`src/rtl/argon_regbank.sv`:
```
// Multi-read-port register file with write-to-read bypass, busy scoreboard and
// a post-reset clear sweep (r0 hard-wired to zero).
module argon_regbank #(
    parameter int REGISTERS  = 16,
    parameter int INDEXWIDTH = 4,
    parameter int DATAWIDTH  = 16,
    parameter int READPORTS  = 2
) (
    input  logic                            i_clk,
    input  logic                            i_reset,
    input  logic                            i_writeEn,
    input  logic [INDEXWIDTH-1:0]           i_selectW,
    input  logic [DATAWIDTH-1:0]            i_wdata,
    input  logic                            i_reserveEn,
    input  logic [INDEXWIDTH-1:0]           i_selectRes,
    input  logic [READPORTS*INDEXWIDTH-1:0] i_selectR,
    output logic [READPORTS*DATAWIDTH-1:0]  o_rdata,
    output logic [READPORTS-1:0]            o_busy,
    output logic                            o_ready
);

    localparam int DEPTH = 1 << INDEXWIDTH;
    localparam logic [INDEXWIDTH-1:0] LAST_IDX = INDEXWIDTH'(REGISTERS - 1);

    typedef enum logic [1:0] {
        CLEAR,
        SWEEP,
        READY
    } state_t;

    state_t                  state, state_next;
    logic [INDEXWIDTH-1:0]   sweep_idx, sweep_idx_next;
    logic                    sweeping;
    logic                    ready;
    logic                    write_ok;
    logic                    reserve_ok;
    logic [DATAWIDTH-1:0]    regfile [DEPTH];
    logic [DEPTH-1:0]        busybit;

    function automatic logic in_range(input logic [INDEXWIDTH-1:0] idx);
        return (idx != '0) && (32'(idx) < REGISTERS);
    endfunction

    always_ff @(posedge i_clk) begin
        if (i_reset) begin
            state     <= CLEAR;
            sweep_idx <= INDEXWIDTH'(1);
        end else begin
            state     <= state_next;
            sweep_idx <= sweep_idx_next;
        end
    end

    // CLEAR already sweeps index 1 so ready rises REGISTERS-1 edges after release.
    always_comb begin
        state_next     = state;
        sweep_idx_next = sweep_idx;
        sweeping       = 1'b0;
        case (state)
            CLEAR, SWEEP: begin
                sweeping       = 1'b1;
                sweep_idx_next = sweep_idx + INDEXWIDTH'(1);
                state_next     = (sweep_idx == LAST_IDX) ? READY : SWEEP;
            end
            READY:   state_next = READY;
            default: state_next = CLEAR;
        endcase
    end

    assign ready      = (state == READY);
    assign o_ready    = ready;
    assign write_ok   = ready && i_writeEn && in_range(i_selectW);
    assign reserve_ok = ready && i_reserveEn && in_range(i_selectRes);

    // Storage has a single write port and no reset so it maps onto RAM.
    always_ff @(posedge i_clk) begin
        if (!i_reset) begin
            if (sweeping) begin
                regfile[sweep_idx] <= '0;
            end else if (write_ok) begin
                regfile[i_selectW] <= i_wdata;
            end
        end
    end

    // Reserve is applied after write so it wins on a shared index.
    always_ff @(posedge i_clk) begin
        if (i_reset) begin
            busybit <= '0;
        end else begin
            if (write_ok) begin
                busybit[i_selectW] <= 1'b0;
            end
            if (reserve_ok) begin
                busybit[i_selectRes] <= 1'b1;
            end
        end
    end

    always_comb begin
        o_rdata = '0;
        o_busy  = '0;
        for (int unsigned p = 0; p < READPORTS; p++) begin
            if (ready && in_range(i_selectR[p*INDEXWIDTH +: INDEXWIDTH])) begin
                if (i_writeEn && (i_selectW == i_selectR[p*INDEXWIDTH +: INDEXWIDTH])) begin
                    o_rdata[p*DATAWIDTH +: DATAWIDTH] = i_wdata;
                end else begin
                    o_rdata[p*DATAWIDTH +: DATAWIDTH] = regfile[i_selectR[p*INDEXWIDTH +: INDEXWIDTH]];
                    o_busy[p] = busybit[i_selectR[p*INDEXWIDTH +: INDEXWIDTH]];
                end
            end
        end
    end

endmodule

```
`config.mk`:
```
export PLATFORM = sky130hd
export DESIGN_NAME = argon_regbank
export DESIGN_NICKNAME = d
export VERILOG_FILES = /design/src/rtl/argon_regbank.sv
export SDC_FILE = /design/constraint.sdc
export NUM_CORES = 1
export LEC_CHECK = 0
export CAP_MARGIN = 0
export CORE_MARGIN = 2
export CORE_UTILIZATION = 40
export CTS_BUF_LIST = sky130_fd_sc_hd__clkbuf_16
export CTS_CLUSTER_DIAMETER = 200
export DETAILED_ROUTE_END_ITERATION = 16
export HOLD_SLACK_MARGIN = 0.08
export PLACE_DENSITY = 0.64
export SLEW_MARGIN = 20
export SYNTH_ARGS = -nofsm -noshare
export SYNTH_HDL_FRONTEND = slang
export SYNTH_SLANG_ARGS = --single-unit
```
`constraint.sdc`:
```
create_clock -name i_clk -period 10.15 [get_ports i_clk]
set_clock_uncertainty 0.2 [all_clocks]
set_input_delay 2.03 -clock i_clk [delete_from_list [all_inputs] [get_ports i_clk]]
set_output_delay 2.03 -clock i_clk [all_outputs]
set_load 0.02 [all_outputs]
```
==> results of run 1 <==
[worst max-delay path, cell delays in order]
cell and delay [ns]:
clkdlybuf4s50_1 0.78, or3_1 0.77, o21a_1 0.63, o21ai_0 0.18
nor4_1 0.45, clkdlybuf4s50_1 0.71
[worst max path at each step]
stage / from / end / slack (ns)
floorplan: i_selectR[0] / o_busy[0] / 4.37
global placement: i_selectR[3] / o_busy[0] / 2.44
detailed placement: i_selectR[3] / o_busy[0] / 2.39
CTS: i_selectR[3] / o_busy[0] / 2.41
global route: i_selectR[3] / o_busy[0] / 2.29
finish: i_selectR[3] / o_busy[0] / 2.34
[sequential cells by signal, summed over array words and instances (netlist names)]
| signal | count |
|---|---|
| regfile | 256 |
| state | 2 |
| busybit | 16 |
| sweep_idx | 4 |
[synthesized netlist by cell type, types with 3 or more instances]
master       n
nor2b_1     37
nor2_1      25
xnor2_1     10
a2111oi_1   13
nor3b_1      4
clkbuf_1    28
o31ai_1     32
mux4_2      72
or3b_1       5
o22ai_1     64
a2111oi_2   16
mux2_2       5
a21oi_1     51
dfxtp_1     22
inv_1        3
nand3_1      8
and3_1      17
nor3_1       4
o21ai_0     16
mux2i_1    130
buf_6        5
buf_4        8
nand2b_1     7
buf_2       34
edfxtp_1   256
nand2_1     16
or2_2        3
[layout make-up]
class	count	area (um^2)
clock buffers	29	726
clock inverters	20	171
fillers	2981	18600
inverters	3	11.3
multi-input cells	569	5470
flip-flops and latches	278	8130
well taps	455	569
repair buffers	87	803
[cell families (layout without fill, tap and decap cells)]
group	count (synthesis)	count (layout)	share of synthesized area (%)
AOI/OAI and AO/OA	204	204	10.3
xor gates and xnor gates	11	11	0.691
adders and majority gates	1	1	0.0897
buffers and inverters	81	139	3.20
DFF	278	278	58.3
muxes	207	207	21.4
and+or+nand+nor	146	146	6.05
[cells in the final DEF, fill, tap and decap left out, types with 9 or more instances in the layout]
cell type	Yosys	layout
nand2_1	16	16
dfxtp_1	22	22
nor2b_1	37	36
nor2_1	25	11
a21oi_1	51	51
a2111oi_1	13	13
clkdlybuf4s50_1	0	64
inv_1	3	9
mux2i_1	130	130
clkbuf_16	0	29
o31ai_1	32	32
xnor2_1	10	10
and3_1	17	17
o21ai_0	16	16
mux4_2	72	72
a2111oi_2	16	16
o22ai_1	64	64
edfxtp_1	256	256
buf_4	8	19
[per-layer routing]
layer	share of wire [%]	vias to the layer above
met5	0.027	-
met4	4.4	2
met3	6.4	110
met2	51	385
met1	38	4650
li1	-	3877
[per-stage QoR]
step,utilization [%],cells,power [mW]
finish,46.1,1441,2.53
global route,46.1,1441,2.60
CTS,46.1,1441,2.53
detailed placement,43.5,1392,1.52
global placement,43.4,1392,1.52
floorplan,-,928,1.45
[report_power, final]
group          internal (mW)  leakage [nW]  switching [mW]  total, mW
combinational         0.0893          2.24           0.141      0.230
clock                  0.590         0.458           0.438       1.03
sequential              1.26          2.28          0.0127       1.27
==> metrics.md, run 1 <==
| Metric | Value |
|---|---|
| Outcome | finished clean |
| GRT Max-Usage Layer | met2 |
| Worst slew pin tran | 1.10 ns |
| Yosys cell types | 55 |
| All-Layer GR Usage | 22.5% |
| Final WL | 40.9 mm |
| FF-to-FF End | regfile[6][1] |
| # Post-CTS Setup Buffers | 0 |
| DR vias | 9024 |
| Critical Path AT | 5.58 ns |
| CTS tree | done |
| Synth Instances | 928 |
| Startpoint Class | input port |
| Vias per cell | 6.26 |
| Clock sinks | 278 |
| Sum of net half-perimeters after detailed placement | 25.7 mm |
| Die X | 191 um |
| DRC Markers | 0 |
| Share of layout cells above drive strength 1 | 18.2% |
| CTS Buf Count | 29 |
| Vias in the first global route | 9197 |
| VDD IR-drop max | 0.117 mV |
| Worst-path fanout max | 17 |
| Hold EP | busybit[0] |
| Worst hold margin | 0.283 ns |
| Slew Limit Headroom | 26.5% |
| Asr flop ratio synth | 0% |
| R2R Path Start | state[1] |
| Placed instance area | 15000 um^2 |
| Required time of the critical path | 7.92 ns |
| Ys flop type | edfxtp_1 |
| Largest net degree at the start of global routing | 39 |
| Endpoints failing setup | 0 |
| CP Capture Type | output port |
| Drt initial violations | 961 |
| Top cells by area, synth | edfxtp_1, mux4_2, mux2i_1 |
| CORE AREA | 34500 um^2 |
| Synth warn | 0 |
| Hold Crit Start | busybit[0] |
| Top-area cell type share of the netlist area | 55.1% |
| Worst Hold Class | register to register |
| Clock buffer depth | 3 |
| Worst skew pair latency | 0.55 ns |
| Row cnt | 68 |
| Setup tns final | 0 ns |
| Final GP Congestion | 0.874 |
| IO Count | 71 |
| Port Buffer Count | 70 |
| Total gr overflow | 0 |
| Clock Root Buffer | clkbuf_16 |
| Full die area | 36400 um^2 |
| FF-to-FF path depth | 5 |
| PD cells | 159 nW/um^2 |
| Crit Path Class | input port to output port |
| Synth Cell Area | 13900 um^2 |
| Pre-CTS WS | 2.39 ns |
| Reg2Reg Setup Slack | 6.49 ns |
| Synth Net Count | 965 |
| Met1 Use GR | 27.4% |
| First-pass GRT wire length | 59.8 mm |
| Hold depth | 1 |
| Nets@finish | 1005 |
| Syn Area/Cell | 15.0 um^2 |
| Post-CTS Resized | 0 |
| Hold-fix buffers, CTS | 0 |
| Final hold vios | 0 |
| Number of synthesized flops with an enable pin | 256 |
| Clock slew at reported path FFs | 0.05 ns |
| DR pass1 iterations | 5 |
| Starting density of the core | 40.5% |
| Area leader, netlist | edfxtp_1 |
| Pleak | 4.97 nW |
| #FFs+latches synth | 278 |
| Final min period | 7.81 ns |
| Antenna violations before repair | 1 |
| Maxcap violations | 0 |
| Antenna viol nets, final | 0 |
| Met2 GRT Util | 39.2% |
| GR met3 Demand/Resource | 3.64% |
| N_diodes | 0 |
| Chip height | 191 um |
| Fmax achieved | 128 MHz |
| Area grow syn2layout | 13.8% |
| Final cycle utilization of the critical path | 77.0% |
| Final Cell Area | 15900 um^2 |
| Setup slack after layout | 2.34 ns |
| RSZ-0062 raised after global routing | false |
| Post-synthesis sequential area ratio | 58.3% |
| Slew Viols, Final | 0 |
| Htree depth | 1 |
| Wire per inst | 28.4 um |
No activity file was read; power rests on OpenSTA's default activity.
==> inputs of run 2 (changes only) <==
Settings changed: PLACE_DENSITY 0.64 to 0.66.
Clock period 10.15 ns to 6.45 ns, I/O delays scaled along.
==> run 2 against run 1 <==
Compared with the run above: first-iteration DRC count shrank 1.2%; count of clock-buffer cells in the layout shrank 1; power grew 57%; sequential cell count is the same; final cell count grew 2.2%; via count grew 1.1%; non-clock buffer count grew 29; combinational power grew 63%; routed wire length shrank 1.6%; worst hold slack lost 0.0020 ns; largest power group unchanged.
==> metrics.md, run 2 (synthesis results as in run 1) <==
| Metric | Value |
|---|---|
| Outcome | finished clean (unchanged) |
| Commonest non-fill, non-tap cell in the layout | edfxtp_1 (unchanged) |
| Chip height | 191 um (unchanged) |
| Hold-fix buffers, CTS | 0 (unchanged) |
| Setup tns final | 0 ns (unchanged) |
| Fmax achieved | 169 MHz |
| Final min period | 5.91 ns |
| Final WL | 40.2 mm (was 40.9 mm) |
| Clock slew at reported path FFs | 0.07 ns (was 0.05 ns) |
| Critical Path AT | 4.42 ns (was 5.58 ns) |
| DR pass1 iterations | 7 (was 5) |
| Largest net degree at the start of global routing | 35 (was 39) |
| Die X | 191 um (unchanged) |
| Final GP Congestion | 0.864 (was 0.874) |
| Sum of net half-perimeters after detailed placement | 26.7 mm (was 25.7 mm) |
| Worst skew pair latency | 0.55 ns (about the same) |
| Area grow syn2layout | 15.4% (was 13.8%) |
| Slew Limit Headroom | 29.0% (was 26.5%) |
| Vias per cell | 6.20 (was 6.26) |
| First-pass GRT wire length | 59.7 mm (was 59.8 mm) |
| Area of the multi-input gates | 5430 um^2 (was 5470 um^2) |
| Port Buffer Count | 70 (unchanged) |
| CORE AREA | 34500 um^2 (unchanged) |
| Share of layout cells above drive strength 1 | 20.6% (was 18.2%) |
| # Post-CTS Setup Buffers | 0 (unchanged) |
| PD cells | 246 nW/um^2 (was 159 nW/um^2) |
| Top reg by flops | regfile (unchanged) |
| Worst slew pin tran | 1.06 ns (was 1.10 ns) |
| Hold Crit Start | busybit[0] (unchanged) |
| Worst hold margin | 0.281 ns (was 0.283 ns) |
| Reg area | 8130 um^2 (unchanged) |
| Endpoints failing setup | 0 (unchanged) |
| CTS tree | done (unchanged) |
| Clock buffer depth | 3 (unchanged) |
| Met2 GRT Util | 37.4% (was 39.2%) |
| CTS Buf Count | 28 (was 29) |
| Regs by FF count | regfile: 256 flops, busybit: 16 flops, sweep_idx: 4 flops (unchanged) |
| Wire per inst | 27.3 um (was 28.4 um) |
| Worst-path fanout max | 16 (was 17) |
| All-Layer GR Usage | 22.3% (was 22.5%) |
| Startpoint Class | input port (unchanged) |
| Post-CTS Resized | 0 (unchanged) |
| Power Total | 3.96 mW (was 2.53 mW) |
| Vias in the first global route | 9129 (was 9197) |
| Slew Viols, Final | 0 (unchanged) |
| IO Count | 71 (unchanged) |
| Full die area | 36400 um^2 (unchanged) |
| Worst Hold Class | register to register (unchanged) |
| CP Capture Type | output port (unchanged) |
| Total gr overflow | 0 (unchanged) |
| R2R Path Start | state[1] (unchanged) |
| GRT Max-Usage Layer | met2 (unchanged) |
| Row cnt | 68 (unchanged) |
| GR met3 Demand/Resource | 3.31% (was 3.64%) |
| Clock Root Buffer | clkbuf_16 (unchanged) |
| Most frequent cells in the layout | edfxtp_1, mux2i_1, mux4_2 (unchanged) |
| Final hold vios | 0 (unchanged) |
| Htree depth | 1 (unchanged) |
| Crit Path Class | input port to output port (unchanged) |
| Antenna viol nets, final | 0 (unchanged) |
| DRC Markers | 0 (unchanged) |
| Drt initial violations | 949 (was 961) |
| Nets@finish | 1033 (was 1005) |
| Maxcap violations | 0 (unchanged) |
| Antenna violations before repair | 1 (unchanged) |
| VDD IR-drop max | 0.211 mV (was 0.117 mV) |
| Beginning of the critical path | i_selectR[7] (was i_selectR[3]) |
| Pleak | 5.14 nW (was 4.97 nW) |
| # fillers | 2932 (was 2981) |
| Final cycle utilization of the critical path | 91.6% |
| Required time of the critical path | 4.96 ns (was 7.92 ns) |
| DR vias | 9127 (was 9024) |
| Max reg flops | 256 (unchanged) |
| Starting density of the core | 40.5% (unchanged) |
| Met1 Use GR | 30.0% (was 27.4%) |
| Final core occ | 46.7% (was 46.1%) |
| RSZ-0062 raised after global routing | false (unchanged) |
| Clock sinks | 278 (unchanged) |
run 2: cell count changes in the layout (fill, tap and decap cells not counted), moves of 3 or more:
| cell | delta |
|---|---|
| buf_12 | +3 |
| buf_4 | +26 |
| clkinv_2 | +3 |
| nor2_2 | +8 |
| nor2_4 | -8 |
run 2: metrics by stage:
stage / cells / setup WS, ns / instance area [um^2]
6_report: 1473 / 0.544 / 16100
5_1_grt: 1472 / 0.428 / 16100
4_1_cts: 1472 / 0.462 / 16100
3_5_place_dp: 1421 / 0.473 / 15200
3_3_place_gp: 1421 / 0.513 / 15200
2_1_floorplan: 928 / 2.15 / 13900
run 2: critical path, cell delays in order:
cell and delay, ns:
clkdlybuf4s50_1 0.76, or3b_1 0.67, o22ai_1 0.20, a2111oi_1 0.74, a21oi_1 0.17, clkdlybuf4s50_1 0.58
run 2: metal layers:
| metal | routed length, um | vias to the layer above |
|---|---|---|
| met5 | 0 | - |
| met4 | 1140 | 0 |
| met3 | 2730 | 82 |
| met2 | 19900 | 377 |
| met1 | 16400 | 4736 |
| li1 | - | 3932 |
run 2: report_power, final:
group | total (mW) | leakage, nW | internal, mW | switching [mW]
sequential | 2.01 | 2.28 | 1.99 | 0.0199
clock | 1.58 | 0.468 | 0.909 | 0.673
combinational | 0.376 | 2.40 | 0.151 | 0.225
total | 3.96 | 5.14 | 3.05 | 0.918
run 2: cell type report:
type / count / area share [%]
Sequential cell: 278 / 50.5
Inverter: 3 / 0.0700
Clock inverter: 23 / 1.21
Timing Repair Buffer: 116 / 6.58
Multi-Input combinational cell: 569 / 33.7
Clock buffer: 28 / 4.35
Tap cell: 455 / 3.54
Antenna cell: 1 / 0.0155
run 2: path summary, 6_finish.rpt:
| path | endpoint | slack, ns | cells past startpoint |
|---|---|---|---|
| worst max-delay path | o_rdata[24] | 0.54 | 6 |
| worst min-delay path | busybit[0] | 0.28 | 1 |
| worst max register to register | regfile[10][11] | 3.30 | 5 |
| worst min register to register | busybit[0] | 0.28 | 1 |
==> inputs of run 3 (changes only) <==
Settings changed: HOLD_SLACK_MARGIN 0.08 to 0.15.
==> results of run 3 <==
The final DEF is identical to that of run 2; final timing and power are the same.
